**src/rtl/muldiv_pkg.sv**
```systemverilog
// ============================================================================
// Module      : muldiv_pkg
// Description : Shared encodings and constants for the iterative MIPS
//               multiply/divide controller.
// Revision    : 1.0 - initial release
// ============================================================================
`default_nettype none

package muldiv_pkg;

    typedef enum logic [1:0] {
        OP_MULT  = 2'b00,
        OP_MULTU = 2'b01,
        OP_DIV   = 2'b10,
        OP_DIVU  = 2'b11
    } op_e;

    typedef enum logic [1:0] {
        S_IDLE = 2'd0,
        S_RUN  = 2'd1,
        S_FIX  = 2'd2
    } state_e;

    localparam int          ITER    = 32;
    localparam logic [31:0] DIV0_LO = 32'hFFFF_FFFF;

    function automatic logic op_is_div(input op_e op);
        return op[1];
    endfunction

    function automatic logic op_is_signed(input op_e op);
        return ~op[0];
    endfunction

endpackage

`default_nettype wire

```
**src/rtl/muldiv_abs.sv**
```systemverilog
// ============================================================================
// Module      : muldiv_abs
// Description : Combinational magnitude/sign split of one operand.
// Revision    : 1.0 - initial release
// ============================================================================
`default_nettype none

module muldiv_abs #(
    parameter int W = 32
) (
    input  logic [W-1:0] i_val,
    input  logic         i_signed,
    output logic [W-1:0] o_mag,
    output logic         o_neg
);

    // The most negative value maps onto itself, which is the correct unsigned magnitude.
    assign o_neg = i_signed & i_val[W-1];
    assign o_mag = o_neg ? (~i_val + 1'b1) : i_val;

endmodule

`default_nettype wire

```
**src/rtl/muldiv_ctrl.sv**
```systemverilog
// ============================================================================
// Module      : muldiv_ctrl
// Description : 32-iteration MULT/MULTU/DIV/DIVU engine owning HI/LO, with
//               MTHI/MTLO writes and a busy stall for the EX stage.
// Revision    : 1.0 - initial release
// ============================================================================
`default_nettype none

module muldiv_ctrl
    import muldiv_pkg::*;
#(
    parameter int XLEN = 32
) (
    input  logic            clk,
    input  logic            reset,
    input  logic            start,
    input  logic [1:0]      op,
    input  logic [XLEN-1:0] a,
    input  logic [XLEN-1:0] b,
    input  logic            flush,
    input  logic            mthi,
    input  logic            mtlo,
    input  logic [XLEN-1:0] wdata,
    output logic [XLEN-1:0] hi,
    output logic [XLEN-1:0] lo,
    output logic            busy,
    output logic            done
);

    localparam int c_CW = $clog2(ITER);

    state_e              r_state;
    state_e              w_state_nxt;
    logic [c_CW-1:0]     r_cnt;
    logic [2*XLEN-1:0]   r_acc;
    logic [XLEN-1:0]     r_opd;
    op_e                 r_op;
    logic                r_neg_q;
    logic                r_neg_r;
    logic                r_div0;
    logic [XLEN-1:0]     r_hi;
    logic [XLEN-1:0]     r_lo;
    logic                r_busy;
    logic                r_done;

    op_e                 w_op_in;
    logic                w_in_signed;
    logic                w_in_div;
    logic [XLEN-1:0]     w_mag_a;
    logic [XLEN-1:0]     w_mag_b;
    logic                w_neg_a;
    logic                w_neg_b;
    logic                w_accept;
    logic                w_commit;
    logic                w_mt_en;

    logic                w_is_div;
    logic [XLEN+1:0]     w_x;
    logic [XLEN+1:0]     w_y;
    logic [XLEN+1:0]     w_sum;
    logic [2*XLEN-1:0]   w_acc_step;
    logic [2*XLEN-1:0]   w_prod;
    logic [XLEN-1:0]     w_quo;
    logic [XLEN-1:0]     w_rem;
    logic [XLEN-1:0]     w_hi_fix;
    logic [XLEN-1:0]     w_lo_fix;

    assign w_op_in     = op_e'(op);
    assign w_in_signed = op_is_signed(w_op_in);
    assign w_in_div    = op_is_div(w_op_in);

    muldiv_abs #(.W(XLEN)) u_abs_a (
        .i_val    (a),
        .i_signed (w_in_signed),
        .o_mag    (w_mag_a),
        .o_neg    (w_neg_a)
    );

    muldiv_abs #(.W(XLEN)) u_abs_b (
        .i_val    (b),
        .i_signed (w_in_signed),
        .o_mag    (w_mag_b),
        .o_neg    (w_neg_b)
    );

    always_comb begin
        w_state_nxt = r_state;
        w_accept    = 1'b0;
        w_commit    = 1'b0;
        case (r_state)
            S_IDLE: begin
                if (start) begin
                    w_accept    = 1'b1;
                    w_state_nxt = S_RUN;
                end
            end
            S_RUN: begin
                if (flush)
                    w_state_nxt = S_IDLE;
                else if (r_cnt == c_CW'(ITER - 1))
                    w_state_nxt = S_FIX;
            end
            S_FIX: begin
                w_commit    = ~flush;
                w_state_nxt = S_IDLE;
            end
            default: w_state_nxt = S_IDLE;
        endcase
    end

    assign w_mt_en = (r_state == S_IDLE) && !start;

    // One 34-bit adder: multiply adds the multiplicand to the upper half,
    // divide trial-subtracts the divisor from the left-shifted remainder.
    assign w_is_div = op_is_div(r_op);
    assign w_x      = w_is_div ? {1'b0, r_acc[2*XLEN-1:XLEN-1]} : {2'b00, r_acc[2*XLEN-1:XLEN]};
    assign w_y      = {2'b00, r_opd} ^ {(XLEN+2){w_is_div}};
    assign w_sum    = w_x + w_y + {{(XLEN+1){1'b0}}, w_is_div};

    always_comb begin
        w_acc_step = r_acc;
        if (w_is_div) begin
            if (w_sum[XLEN+1])
                w_acc_step = {r_acc[2*XLEN-2:0], 1'b0};
            else
                w_acc_step = {w_sum[XLEN-1:0], r_acc[XLEN-2:0], 1'b1};
        end else begin
            if (r_acc[0])
                w_acc_step = {w_sum[XLEN:0], r_acc[XLEN-1:1]};
            else
                w_acc_step = {1'b0, r_acc[2*XLEN-1:1]};
        end
    end

    // A zero divisor leaves the dividend magnitude in the remainder half,
    // so re-signing it reproduces the original rs value for HI.
    assign w_prod   = r_neg_q ? (~r_acc + 1'b1) : r_acc;
    assign w_quo    = r_neg_q ? (~r_acc[XLEN-1:0] + 1'b1) : r_acc[XLEN-1:0];
    assign w_rem    = r_neg_r ? (~r_acc[2*XLEN-1:XLEN] + 1'b1) : r_acc[2*XLEN-1:XLEN];
    assign w_hi_fix = w_is_div ? w_rem : w_prod[2*XLEN-1:XLEN];
    assign w_lo_fix = w_is_div ? (r_div0 ? DIV0_LO : w_quo) : w_prod[XLEN-1:0];

    always_ff @(posedge clk) begin
        if (reset) begin
            r_state <= S_IDLE;
            r_cnt   <= '0;
            r_acc   <= '0;
            r_opd   <= '0;
            r_op    <= OP_MULT;
            r_neg_q <= 1'b0;
            r_neg_r <= 1'b0;
            r_div0  <= 1'b0;
            r_hi    <= '0;
            r_lo    <= '0;
            r_busy  <= 1'b0;
            r_done  <= 1'b0;
        end else begin
            r_state <= w_state_nxt;
            r_busy  <= (w_state_nxt != S_IDLE);
            r_done  <= (w_state_nxt == S_FIX);

            if (w_accept) begin
                r_cnt   <= '0;
                r_op    <= w_op_in;
                r_acc   <= {{XLEN{1'b0}}, (w_in_div ? w_mag_a : w_mag_b)};
                r_opd   <= w_in_div ? w_mag_b : w_mag_a;
                r_neg_q <= w_neg_a ^ w_neg_b;
                r_neg_r <= w_neg_a;
                r_div0  <= w_in_div && (b == '0);
            end else if (r_state == S_RUN) begin
                r_acc <= w_acc_step;
                r_cnt <= r_cnt + 1'b1;
            end

            if (w_commit) begin
                r_hi <= w_hi_fix;
                r_lo <= w_lo_fix;
            end else if (w_mt_en) begin
                if (mthi) r_hi <= wdata;
                if (mtlo) r_lo <= wdata;
            end
        end
    end

    assign hi   = r_hi;
    assign lo   = r_lo;
    assign busy = r_busy;
    assign done = r_done;

endmodule

`default_nettype wire

```
**config.mk**
```make
export PLATFORM = sky130hd
export DESIGN_NAME = muldiv_ctrl
export DESIGN_NICKNAME = d
export VERILOG_FILES = /design/src/rtl/muldiv_pkg.sv /design/src/rtl/muldiv_abs.sv /design/src/rtl/muldiv_ctrl.sv
export SDC_FILE = /design/constraint.sdc
export NUM_CORES = 1
export LEC_CHECK = 0
export CORE_ASPECT_RATIO = 0.5
export CORE_MARGIN = 2
export CORE_UTILIZATION = 55
export DETAILED_ROUTE_END_ITERATION = 8
export PLACE_DENSITY_LB_ADDON = 0.05
export SLEW_MARGIN = 20
export SYNTH_ARGS = -nofsm -noshare
export SYNTH_HDL_FRONTEND = slang
export SYNTH_SLANG_ARGS = --single-unit
```
**constraint.sdc**
```tcl
create_clock -name clk -period 6.3 [get_ports clk]
set_input_delay 0.945 -clock clk [delete_from_list [all_inputs] [get_ports clk]]
set_output_delay 0.945 -clock clk [all_outputs]
set_load 0.05 [all_outputs]
```
==> run_results.csv <==
group,metric,value,unit
layout,layout.nets,2092,
floorplanning,num_rows,41,
timing,max_clock_freq,0.197,GHz
floorplanning,initial_core_util,56.3,%
global_routing,grt.overflow.total,0,
timing,number_of_max_slew_violations_in_the_final_report,0,
worst_setup_path,critical_path.top_delay_family,"compound AO/OA/AOI/OAI gates",
synthesis,synthTopCellsByCount,"193 x nand2_1, 174 x a21oi_1, 173 x dfxtp_1",
synthesis,post_synth_main_area_contributors,"dfxtp_1 24%, mux2i_1 7.1%, a21oi_1 6.1%",
place,portBuffers,169,
global_routing,first_global_vias,14000,
worst_setup_path,crit_slowest_cell,"dfxtp_4",
synthesis,syn_nets,2047,
worst_setup_path,crit_path_end_kind,"flop",
worst_setup_path,worst-path-buf-inv,1,
timing,grt_setup_unrepaired,"no",
clock_network,cts.hold.buffers_added,0,
drt,dr_total_vias,15410,
synthesis,synth.avg_cell_area,7.51,sq um
timing,hold_ws,457,ps
clock_network,cts_resizes,0,
synthesis,synth-seq-cells,173,
timing,timing.final.crit_period,5070,ps
timing,post-route-period-util,80.5,%
worst_setup_path,slowest_delay,870,ps
drt,drtPass1Iterations,6,
global_routing,groute.usage.overall,38.3,%
clock_network,clk_pin_slew,80,ps
drt,drt-wirelength-per-cell,23.4,microns
synthesis,synth_top_area_share,24.2,%
worst_setup_path,timing.setup.critical_path_class,"flop to flop",
synthesis,synth_area_leader_cell,"dfxtp_1",
synthesis,synth_seq_area_share,24.2,%
worst_setup_path,timing.critical_path.cells,"buf_4 -> mux2_2 -> ha_1 -> a211oi_1 -> o211ai_1 -> a21oi_1 -> o21ai_0 -> a21oi_1 -> nand2_1 -> a2bb2oi_1 -> a22o_1",
timing,finalSetupViolations,0,
synthesis,yosys_most_used_dff,"dfxtp_1",
drt,detail_route.drc_violations,0,
clock_network,clock_buffers_created_by_tritoncts,17,
synthesis,number_of_distinct_library_cells_after_synthesis,79,
worst_setup_path,cp_max_fo,67,
global_routing,number_of_antenna_violations_at_the_first_check_in_global_routing,2,
clock_network,clock-sinks,173,
clock_network,cts_tree,"done",
place,global_placement_routability_congestion,0.998,
global_routing,grt_start_max_net_pins,75,
timing,timing_worst_slew_pin_value,1070,ps
flow_run,cap_violations,0,
floorplanning,die_y,118,microns
synthesis,synthCells,1905,
timing,setup_total_negative_slack,0,ps
timing,maxSlewHeadroom,28.6,%
clock_network,root_buffer,"clkbuf_16",
layout,n_fill_cell,2229,
clock_network,post-cts-setup-buffer-count,0,
worst_setup_path,reg2reg_slack,1230,ps
drt,drt_wl_total,53.9,mm
power,cellPowerDensity,207,nW/um^2
layout,storage_element_area,3470,sq um
floorplanning,die_area,27400,sq um
floorplanning,die_w,232,microns
place,detailedPlacementHpwl,41.3,mm
floorplanning,io-pin-count,170,
worst_setup_path,setup.worst_path.start_class,"flop",
synthesis,post_synth_instance_area,14300,sq um
floorplanning,coreArea,25400,sq um
status,result_of_the_run,"complete, no violations",
layout,syn2layout_area_growth,16.0,%
worst_setup_path,critPathArrivalTime,5430,ps
drt,post_drt_via_cell_ratio,6.68,
power,ir_drop,148,uV
synthesis,async_flop_share,0,%
hold_path,timing.hold.worst.class,"flop to flop",
worst_setup_path,critical-path-top-cell-by-count,"a21oi_1",
timing,timing.final.hold_violations,0,
drt,antenna_violating_nets_post_route,0,
worst_setup_path,timing.critical_path.required,6660,ps
clock_network,cts-root-to-sink-buffers,2,
synthesis,synthesis.yosys.warnings,0,
clock_network,ctsHtreeMaxLevel,4,
synthesis,edff_count_synth,0,
layout,final_layout_size_suffix_gt1_share,6.32,%
layout,area_of_combinational_cells_with_multiple_inputs,10100,sq um
timing,clock_skew,12.2,ps
power,power.static_leakage,6.18,nW
global_routing,grt_pass1_wl,81.3,mm
drt,drtIter0Drc,1908,
clock_network,worstSkewPairLatency,460,ps
synthesis,synthMostInstantiatedCell,"nand2_1",
==> cell type report <==
| class | instances | area share [%] |
|---|---|---|
| clock buffer | 18 | 2.59 |
| inverter | 32 | 0.724 |
| timing repair buffer | 198 | 11.5 |
| sequential | 173 | 20.9 |
| tap | 344 | 2.59 |
| antenna | 1 | 0.0151 |
| multi-input combinational | 1528 | 60.7 |
| clock inverter | 14 | 1.03 |
==> worst paths after layout <==
check,start,end,depth (start not counted)
worst max-delay path,r_op[1],r_acc[40],11
worst min-delay path,r_opd[23],r_opd[23],2
worst max register to register,r_op[1],r_acc[40],11
worst min register to register,r_opd[23],r_opd[23],2
==> sequential cells by signal, summed over array words and instances (netlist names), 2 cells and up <==
| signal | flops |
|---|---|
| hi | 32 |
| r_cnt | 5 |
| lo | 32 |
| r_opd | 32 |
| r_state | 2 |
| r_acc | 64 |
==> metal layers <==
layer  vias to the layer above  GRT usage [%]  share of wire, %
met5                         -              0             0.024
li1                       7017              -                 -
met2                       980           54.5                41
met3                       119           10.3                13
met1                      7292           55.5                43
met4                         2           12.0               2.7
==> metrics by stage <==
step | std cells | power, mW | setup WS [ps] | util [%] | instance area, sq um
6_report | 2308 | 3.43 | 1230 | 65.3 | 16600
5_1_grt | 2307 | 3.55 | 940 | 65.3 | 16600
4_1_cts | 2307 | 3.40 | 1330 | 65.3 | 16600
3_5_place_dp | 2275 | 2.30 | 1360 | 62.9 | 16000
3_3_place_gp | 2275 | 2.27 | 1510 | 62.9 | 16000
2_1_floorplan | 1905 | 1.94 | 1660 | - | 14300
==> cell usage in the layout, fill, tap and decap left out, types with 17 or more instances in the layout <==
cell type        instances
a211oi_1                43
a21oi_1                173
a221oi_1                39
a31oi_1                 21
buf_4                   30
clkbuf_16               17
clkdlybuf4s50_1        167
dfxtp_1                172
ha_1                    37
inv_1                   31
mux2_2                  31
mux2i_1                101
nand2_1                193
nand2b_1                25
nand3_1                 35
nor2_1                 159
nor2b_1                 29
nor3_1                  31
o211ai_1                53
o21ai_0                119
o22ai_1                 21
o31ai_1                 24
or3_1                   20
xnor2_1                 76
xor2_1                  98
==> cell families (layout without fill, tap and decap cells) <==
family / Yosys count / after routing / synth area share [%]
AOI/OAI and AO/OA: 594 / 594 / 26.8
xor gates and xnor gates: 174 / 174 / 10.7
adders and majority gates: 38 / 38 / 3.38
buffers and inverters: 204 / 262 / 5.55
DFF: 173 / 173 / 24.2
muxes: 132 / 132 / 9.51
other: 0 / 1 / 0
and+or+nand+nor: 590 / 590 / 19.9
==> power breakdown <==
group | switching, mW | internal, mW | total (mW)
Clock | 0.520 | 0.601 | 1.12
Sequential | 0.102 | 1.16 | 1.26
Combinational | 0.656 | 0.395 | 1.05
==> worst register-to-register path, delay by kind of cell, from the launching register on <==
| kind | cells | cell delay (ps) |
|---|---|---|
| AO/OA/AOI/OAI | 7 | 2120 |
| adder cells (fa/ha/maj) | 1 | 410 |
| buffers and inverters | 1 | 710 |
| flip-flops | 1 | 870 |
| multiplexers | 1 | 420 |
| AND/OR/NAND/NOR | 1 | 440 |
No activity file was read; power rests on OpenSTA's default activity.
